$ cat config.mk
export PLATFORM = sky130hd
export DESIGN_NAME = pwm_capture
export DESIGN_NICKNAME = d
export VERILOG_FILES = /design/src/rtl/pwm_capture.sv
export SDC_FILE = /design/constraint.sdc
export NUM_CORES = 1
export LEC_CHECK = 0
export CORE_MARGIN = 2
export CORE_UTILIZATION = 60
export CTS_CLUSTER_SIZE = 12
export DETAILED_ROUTE_END_ITERATION = 7
export PLACE_DENSITY = 0.76
export SLEW_MARGIN = 20
export SYNTH_ARGS = -nofsm -noshare
export SYNTH_HDL_FRONTEND = slang
export SYNTH_SLANG_ARGS = --single-unit
$ cat constraint.sdc
create_clock -name clk -period 9.8 [get_ports clk]
set_clock_uncertainty 0.1 [all_clocks]
set_input_delay 1.96 -clock clk [delete_from_list [all_inputs] [get_ports clk]]
set_output_delay 1.96 -clock clk [all_outputs]
set_load 0.005 [all_outputs]
$ cat src/rtl/pwm_capture.sv
// PWM receiver: measures the high time and period of pwm_in and reports the
// duty cycle as an integer percent, using a serial restoring divider.
module pwm_capture #(
  parameter int CNT_W       = 16,
  parameter int TIMEOUT     = 65535,
  parameter int SYNC_STAGES = 2
) (
  input  logic             clk,
  input  logic             rst,
  input  logic             pwm_in,
  output logic [6:0]       duty_cycle,
  output logic [CNT_W-1:0] period,
  output logic             valid,
  output logic             busy,
  output logic             stuck
);

  localparam int DIV_W = CNT_W + 7;
  localparam int DC_W  = $clog2(DIV_W) + 1;
  localparam logic [CNT_W-1:0] TIMEOUT_VAL = CNT_W'(TIMEOUT);
  localparam logic [DIV_W-1:0] HUNDRED     = DIV_W'(100);

  typedef enum logic [1:0] {IDLE, HIGH, LOW} state_t;

  state_t                 state;
  logic [SYNC_STAGES-1:0] sync_q;
  logic                   s_d;
  logic [CNT_W-1:0]       per_cnt;
  logic [CNT_W-1:0]       hi_cnt;
  logic [CNT_W-1:0]       idle_cnt;
  logic [DIV_W-1:0]       num_q;
  logic [CNT_W-1:0]       den_q;
  logic [CNT_W-1:0]       rem_q;
  logic [DC_W-1:0]        div_cnt;

  logic                   s;
  logic                   rise;
  logic                   fall;
  logic                   timeout_run;
  logic                   timeout_idle;
  logic                   complete;
  logic                   div_last;
  logic [CNT_W:0]         rem_shift;
  logic [CNT_W:0]         rem_sub;
  logic                   quo_bit;
  logic [CNT_W-1:0]       rem_next;
  logic [DIV_W-1:0]       quo_next;
  logic [6:0]             duty_clamped;

  assign s    = sync_q[SYNC_STAGES-1];
  assign rise = s & ~s_d;
  assign fall = ~s & s_d;

  assign timeout_run  = (state != IDLE) && (per_cnt == TIMEOUT_VAL) && !rise;
  assign timeout_idle = (state == IDLE) && !stuck && (idle_cnt == TIMEOUT_VAL) && !rise;
  assign complete     = (state == LOW) && rise;
  assign div_last     = busy && (div_cnt == DC_W'(DIV_W - 1));

  // Since rem < den, the shifted remainder is below 2*den, so the top bit of
  // the wrapped difference doubles as the borrow: clear means rem_shift >= den.
  assign rem_shift    = {rem_q, num_q[DIV_W-1]};
  assign rem_sub      = rem_shift - {1'b0, den_q};
  assign quo_bit      = ~rem_sub[CNT_W];
  assign rem_next     = quo_bit ? rem_sub[CNT_W-1:0] : rem_shift[CNT_W-1:0];
  assign quo_next     = {num_q[DIV_W-2:0], quo_bit};
  assign duty_clamped = (quo_next > HUNDRED) ? 7'd100 : quo_next[6:0];

  always_ff @(posedge clk) begin
    if (rst) begin
      sync_q     <= '0;
      s_d        <= 1'b0;
      state      <= IDLE;
      per_cnt    <= '0;
      hi_cnt     <= '0;
      idle_cnt   <= '0;
      num_q      <= '0;
      den_q      <= '0;
      rem_q      <= '0;
      div_cnt    <= '0;
      duty_cycle <= '0;
      period     <= '0;
      valid      <= 1'b0;
      busy       <= 1'b0;
      stuck      <= 1'b0;
    end else begin
      sync_q <= {sync_q[SYNC_STAGES-2:0], pwm_in};
      s_d    <= s;
      valid  <= 1'b0;

      // Measurement FSM; the cycle carrying the completing rise already
      // counts as cycle 1 of the next period, so there is no dead cycle.
      case (state)
        IDLE: begin
          per_cnt <= '0;
          hi_cnt  <= '0;
          if (rise) begin
            state    <= HIGH;
            per_cnt  <= CNT_W'(1);
            hi_cnt   <= CNT_W'(1);
            idle_cnt <= '0;
          end else if (timeout_idle) begin
            idle_cnt <= '0;
          end else if (!stuck) begin
            idle_cnt <= idle_cnt + 1'b1;
          end
        end
        HIGH: begin
          idle_cnt <= '0;
          if (timeout_run) begin
            state   <= IDLE;
            per_cnt <= '0;
            hi_cnt  <= '0;
          end else begin
            per_cnt <= per_cnt + 1'b1;
            if (fall) state <= LOW;
            else      hi_cnt <= hi_cnt + 1'b1;
          end
        end
        LOW: begin
          idle_cnt <= '0;
          if (rise) begin
            state   <= HIGH;
            per_cnt <= CNT_W'(1);
            hi_cnt  <= CNT_W'(1);
          end else if (timeout_run) begin
            state   <= IDLE;
            per_cnt <= '0;
            hi_cnt  <= '0;
          end else begin
            per_cnt <= per_cnt + 1'b1;
          end
        end
        default: begin
          state    <= IDLE;
          per_cnt  <= '0;
          hi_cnt   <= '0;
          idle_cnt <= '0;
        end
      endcase

      // A timeout overrides any division in flight; otherwise samples are
      // only taken while the divider is free.
      if (timeout_run || timeout_idle) begin
        duty_cycle <= s ? 7'd100 : 7'd0;
        period     <= '0;
        stuck      <= 1'b1;
        valid      <= 1'b1;
        busy       <= 1'b0;
      end else if (busy) begin
        num_q   <= quo_next;
        rem_q   <= rem_next;
        div_cnt <= div_cnt + 1'b1;
        if (div_last) begin
          duty_cycle <= duty_clamped;
          period     <= den_q;
          valid      <= 1'b1;
          busy       <= 1'b0;
          stuck      <= 1'b0;
        end
      end else if (complete) begin
        num_q   <= DIV_W'(hi_cnt) * HUNDRED;
        den_q   <= per_cnt;
        rem_q   <= '0;
        div_cnt <= '0;
        busy    <= 1'b1;
      end
    end
  end

endmodule

==> impl_metrics.toml, run 1 <==
[yosys]
post_synth.cell_area_avg_sq_um = 8.381
synth.area.top_cells = "dfxtp_1 34%, ha_1 11%, nand2_1 5.4%"
seq_area_frac_synth = 0.3395
synth_edf_count = 0
postSynthCellCount = 985
synth_top_flop_cell = "dfxtp_1"
synth_top_area_share = 0.3395
synth.largest_area_cell = "dfxtp_1"
ys_seq_elements = 140
ys_types = 73
syn-num-nets = 1072
synth_common_cells = "140 x dfxtp_1, 118 x nand2_1, 100 x nor2_1"
yosysMostFrequentCell = "dfxtp_1"
yosysWarnings = 0
syn_area_sq_um = 8255
synthArstFlopShare = 0

[worst_setup_path]
start_kind = "register"
slowest_stage = "a221oi_1"
rr_startpoint = "hi_cnt[3]"
cp.depth = 11
r2r-end = "num_q[21]"
regToRegSetupSlack_ns = 5.98
crit_family = "compound AO/OA/AOI/OAI gates"
max_stage_delay_ns = 0.50
rr_worst_depth = 11
path_class = "register to register"
crit_path_max_fanout = 5
crit_path_frequent_cell = "ha_1"
crit_required_ns = 9.98
cp-endpoint = "num_q[21]"
crit_start = "hi_cnt[3]"
crit_path_end_kind = "register"
cp.arrival_ns = 4.01
cp_num_buf_inv = 0
cp_cell_sequence = "ha_1, ha_1, fa_1, ha_1, o21ai_0, o211ai_1, a221oi_1, o21ai_0, xor2_1, a222oi_1, nor2_1"

[cts]
hold_buffers = 0
numCtsBuffers = 17
h-tree-depth = 4
clock_sinks = 140
worst_skew_pair.late_latency_ns = 0.42
clk_pin_slew_ns = 0.06
cts_tree = "built"
root_buffer = "clkbuf_16"
clockBufferDepth = 2
post_cts_buffers = 0
cts_resized = 0

[timing]
max_freq_mhz = 261.6
tightest_slew_ns = 1.006
relSlewSlack = 0.3294
hold_viol = 0
period_share = 0.3900
setup_viol = 0
tns_ns = 0
fin_crit_ns = 3.822
rsz0062_at_grt = "false"
final_max_slew_viol_count = 0

[routing]
post_drt_wl_per_cell_microns = 15.28
antenna_left = 0
drt_wl_total_microns = 18120
num_vias = 6995
drt_iter0_drc = 634
avgViaCountPerCell = 5.898
drc = 0
firstDrtPassIters = 5

[global_routing]
grt_pass1_vias = 6586
track_usage = 0.2622
grt_max_degree = 66
grt_first_pass_wirelength_microns = 31190
antenna_found_initial = 0
grt_remaining_overflow = 0

[layout]
fillers = 1109
fin_area_sq_um = 9102
syn2layout_area_growth_pct = 10.26
layout.nets = 1085
fin_util = 0.6819
layout-drive-gt1-share = 0.05149
diodes = 0
post_layout_nonfiller_instances = 1186

[place]
hpwlAfterDp_microns = 12800
io_buffers = 28
gp_congestion = 0.9000
place_inst = 1155
place_area_sq_um = 8584

[floorplan]
core_area_sq_um = 13350
die_w_microns = 121.3
start_util = 0.6185
die_area_sq_um = 14710
die_h_microns = 121.3
rows = 42
io_pins = 29

[power]
p_leak_nw = 3.729
vdd_ir_drop_max_mv = 0.1336
p_total_mw = 1.167
power_density_nw_per_um2 = 128.2

[hold_path]
hold_class = "register to register"
min_from = "sync_q[0]"

[job]
max_cap_violations = 0

[outcome]
status = "finished clean"
## power by group
part | total (mW) | leakage, nW | internal (mW) | switching (mW)
Combinational | 0.0243 | 2.35 | 0.00744 | 0.0168
Sequential | 0.576 | 1.13 | 0.572 | 0.00361
Clock | 0.567 | 0.252 | 0.332 | 0.236
Total | 1.17 | 3.73 | 0.911 | 0.256
## metrics by stage
stage | worst slack, ns | hold slack (ns)
after floorplan | 6.286 | 0.3138
after global placement | 6.005 | 0.3176
after detailed placement | 5.953 | 0.3349
after CTS | 5.964 | 0.3473
after global routing | 5.762 | 0.3699
final | 5.978 | 0.3424
## worst min-delay path by stage
stage                            to  depth (start not counted)
after detailed placement  sync_q[1]                          1
final                     sync_q[1]                          1
after CTS                 sync_q[1]                          1
after global routing      sync_q[1]                          1
after global placement    sync_q[1]                          1
after floorplan           sync_q[1]                          1
## worst register-to-register path, cell delays in order (launching register included)
cell and delay, ns:
dfxtp_1 0.43, ha_1 0.28, ha_1 0.29, fa_1 0.47
ha_1 0.36, o21ai_0 0.30, o211ai_1 0.20, a221oi_1 0.50
o21ai_0 0.19, xor2_1 0.17, a222oi_1 0.33, nor2_1 0.06
## cell type report
type	instances	area, sq um	area share
inverters	74	277.8	0.03052
clock buffers	23	467.9	0.05141
multi-input cells	732	4976	0.5467
flip-flops and latches	140	2803	0.3079
clock inverters	8	45.04	0.004948
well taps	176	220.2	0.02419
repair buffers	33	312.8	0.03436
## placed cells by master, fill, tap and decap left out, types with 12 or more instances in the layout
cell type,synthesis,layout
dfxtp_1,140,140
nand2_1,118,118
nor2_1,100,100
inv_1,74,74
ha_1,72,72
a21oi_1,70,70
nand3_1,45,44
xor2_1,32,32
xnor2_1,32,32
clkdlybuf4s50_1,0,27
o21ai_0,25,25
clkbuf_16,0,17
and3_1,15,15
nand4_1,15,15
nand2b_1,14,14
mux2i_1,14,14
fa_1,12,12
## per-layer routing
layer  vias to the layer above  track usage  part of all wire
li1                       3468            -                 -
met1                      3354       0.3563              0.49
met2                       148       0.4164              0.46
met3                        25      0.05451             0.038
met4                         0      0.08693             0.020
met5                         -            0                 0
## logic make-up (layout without fill, tap and decap cells)
logic type	after synthesis	count (layout)	synth area share
DFF	140	140	0.3395
AOI/OAI and AO/OA	205	205	0.1654
muxes	15	15	0.01834
and+or+nand+nor	362	362	0.2064
xor gates and xnor gates	66	66	0.07321
buffers and inverters	113	138	0.05896
adders and majority gates	84	84	0.1382
## registers in the layout, indices dropped and copies added (netlist names), 2 cells and up
register    count
idle_cnt       16
div_cnt         6
period         16
state           2
hi_cnt         16
sync_q          2
num_q          23
per_cnt        16
den_q          16
rem_q          16
duty_cycle      7
No activity file was read; power rests on OpenSTA's default activity.
==> inputs of run 2 (changes only) <==
==> constraint.sdc (replaced) <==
create_clock -name clk -period 3.6 [get_ports clk]
set_clock_uncertainty 0.1 [all_clocks]
set_input_delay 0.72 -clock clk [delete_from_list [all_inputs] [get_ports clk]]
set_output_delay 0.72 -clock clk [all_outputs]
set_load 0.005 [all_outputs]
==> impl_metrics.toml, run 2 (same netlist as run 1, synthesis figures left out) <==
[timing]
relSlewSlack = 0.3672
rsz0062_at_grt = "true"
fin_crit_ns = 3.479
layout_setup_ws_ns = 0.1210
hold_viol = 0
period_share = 0.9664
final_max_slew_viol_count = 0
max_freq_mhz = 287.4
setup_viol = 0
tightest_slew_ns = 0.9493

[layout]
fin_util = 0.6989
fillers = 1131
post_layout_nonfiller_instances = 1204
syn2layout_area_growth_pct = 13.00
layout-drive-gt1-share = 0.07782
layout.nets = 1102
fin_area_sq_um = 9329
mostFrequentLayoutCells = "137 x dfxtp_1, 118 x nand2_1, 100 x nor2_1, 74 x inv_1, 72 x ha_1"
largest_reg_flops = 23
top_register = "num_q"
diodes = 0
mostFrequentLayoutCell = "dfxtp_1"

[place]
hpwlAfterDp_microns = 12970
place_area_sq_um = 8705
place_inst = 1171
gp_congestion = 0.8885
io_buffers = 28
place_ws_ns = 0.07108

[global_routing]
track_usage = 0.2563
antenna_found_initial = 0
grt_remaining_overflow = 0
grt_first_pass_wirelength_microns = 30460
grt_max_degree = 42
grt_pass1_vias = 6473

[cts]
clock_sinks = 140
numCtsBuffers = 17
clk_pin_slew_ns = 0.06
worst_skew_pair.late_latency_ns = 0.43
clockBufferDepth = 2
hold_buffers = 0
root_buffer = "clkbuf_16"
h-tree-depth = 4
cts_tree = "built"

[power]
p_leak_nw = 3.849
pwr-share-comb = 0.022
power_density_nw_per_um2 = 364.6
p_int_mw = 2.639
p_total_mw = 3.401
switching_power_mw = 0.7627
vdd_ir_drop_max_mv = 0.3598
seqPwrFrac = 0.460
pwr-share-clk = 0.518
swShare = 0.2242

[job]
max_cap_violations = 0

[worst_setup_path]
slowest_stage = "fa_1"
crit_start = "hi_cnt[7]"
rr_startpoint = "hi_cnt[7]"
rr_worst_depth = 13
path_class = "register to register"
cp-endpoint = "num_q[18]"
cp_cell_sequence = "ha_1, ha_1, inv_1, fa_1, inv_1, ha_1, a21o_1, a31o_1, or3_4, o21ai_2, xnor2_1, a222oi_1, nor2_1"
crit_path_max_fanout = 3
crit_path_frequent_cell = "ha_1"
crit_required_ns = 3.81
r2r-end = "num_q[18]"
regToRegSetupSlack_ns = 0.12
start_kind = "register"
max_stage_delay_ns = 0.49
cp.arrival_ns = 3.69
crit_path_end_kind = "register"

[floorplan]
rows = 42
die_w_microns = 121.3
io_pins = 29
die_h_microns = 121.3
core_area_sq_um = 13350
start_util = 0.6185
die_area_sq_um = 14710

[hold_path]
hold_class = "register to register"

[routing]
drc = 0
avgViaCountPerCell = 5.810
num_vias = 6995
firstDrtPassIters = 7
antenna_left = 0
drt_iter0_drc = 734
drt_wl_total_microns = 18400
post_drt_wl_per_cell_microns = 15.28

[outcome]
status = "finished clean"
==> run 2: cell types whose count changed in the layout (fill, tap and decap cells not counted), moves of 3 or more <==
cell,change
buf_4,+17
clkbuf_1,-4
clkinv_2,-3
clkinv_4,+3
dfxtp_1,-3
dfxtp_2,+3
==> run 2: worst max-delay path, delay by kind of cell (launching register included) <==
kind,cells,cell delay [ns]
AOI/OAI and AO/OA,4,0.97
buffers and inverters,2,0.09
adders and majority gates,4,1.37
DFF,1,0.33
and+or+nand+nor,2,0.41
xor gates and xnor gates,1,0.09
==> run 2: area by class of cell <==
class	count	area (sq um)	share of cell area
Multi-Input combinational cell	732	4990	0.5349
Clock buffer	19	452.9	0.04855
Clock inverter	13	141.4	0.01516
Tap cell	176	220.2	0.02361
Timing Repair Buffer	50	440.4	0.04721
Sequential cell	140	2806	0.3008
Inverter	74	277.8	0.02977
==> run 2: worst min path at each step <==
stage / start / end / slack [ns] / cells past startpoint
final: sync_q[0] / sync_q[1] / 0.34 / 1
after global routing: sync_q[0] / sync_q[1] / 0.37 / 1
after CTS: sync_q[0] / sync_q[1] / 0.35 / 1
after detailed placement: sync_q[0] / sync_q[1] / 0.34 / 1
after global placement: sync_q[0] / sync_q[1] / 0.32 / 1
after floorplan: sync_q[0] / sync_q[1] / 0.31 / 1
==> run 2: power groups by stage <==
stage	Combinational [mW]	Clock [mW]	Sequential [mW]
6_report	0.0742	1.76	1.56
5_1_grt	0.0820	1.86	1.56
4_1_cts	0.0740	1.78	1.56
3_5_place_dp	0.0736	0	1.60
3_3_place_gp	0.0733	0	1.60
2_1_floorplan	0.0547	0	1.60
==> run 2: timing repair <==
action,4_1_cts,5_1_grt
pin swaps,0,5
endpoints found under the setup margin,1,3
setup buffers,0,1
gates resized for setup,1,7
==> run 2: metrics by stage <==
stage | hold slack (ns) | TNS [ns]
2_1_floorplan | 0.3138 | 0
3_5_place_dp | 0.3358 | 0
6_report | 0.3425 | 0
5_1_grt | 0.3710 | -0.07952
4_1_cts | 0.3505 | 0
3_3_place_gp | 0.3248 | 0
==> run 2: layer usage <==
| metal | global-route usage | wire (microns) | part of all wire | vias to the layer above |
|---|---|---|---|---|
| met5 | 0 | 0 | 0 | - |
| met4 | 0.07112 | 243 | 0.013 | 0 |
| met3 | 0.05357 | 902 | 0.049 | 24 |
| met2 | 0.4105 | 8394 | 0.46 | 172 |
| met1 | 0.3507 | 8860 | 0.48 | 3295 |
| li1 | - | - | - | 3504 |
==> inputs of run 3 (changes only) <==
--- a/config.mk
+++ b/config.mk
@@ -7,6 +7,7 @@
 export LEC_CHECK = 0
 export CORE_MARGIN = 2
 export CORE_UTILIZATION = 60
+export CTS_CLUSTER_DIAMETER = 200
 export CTS_CLUSTER_SIZE = 12
 export DETAILED_ROUTE_END_ITERATION = 7
 export PLACE_DENSITY = 0.76
==> results of run 3 <==
No change in the layout: final DEF, timing and power equal those of run 2.
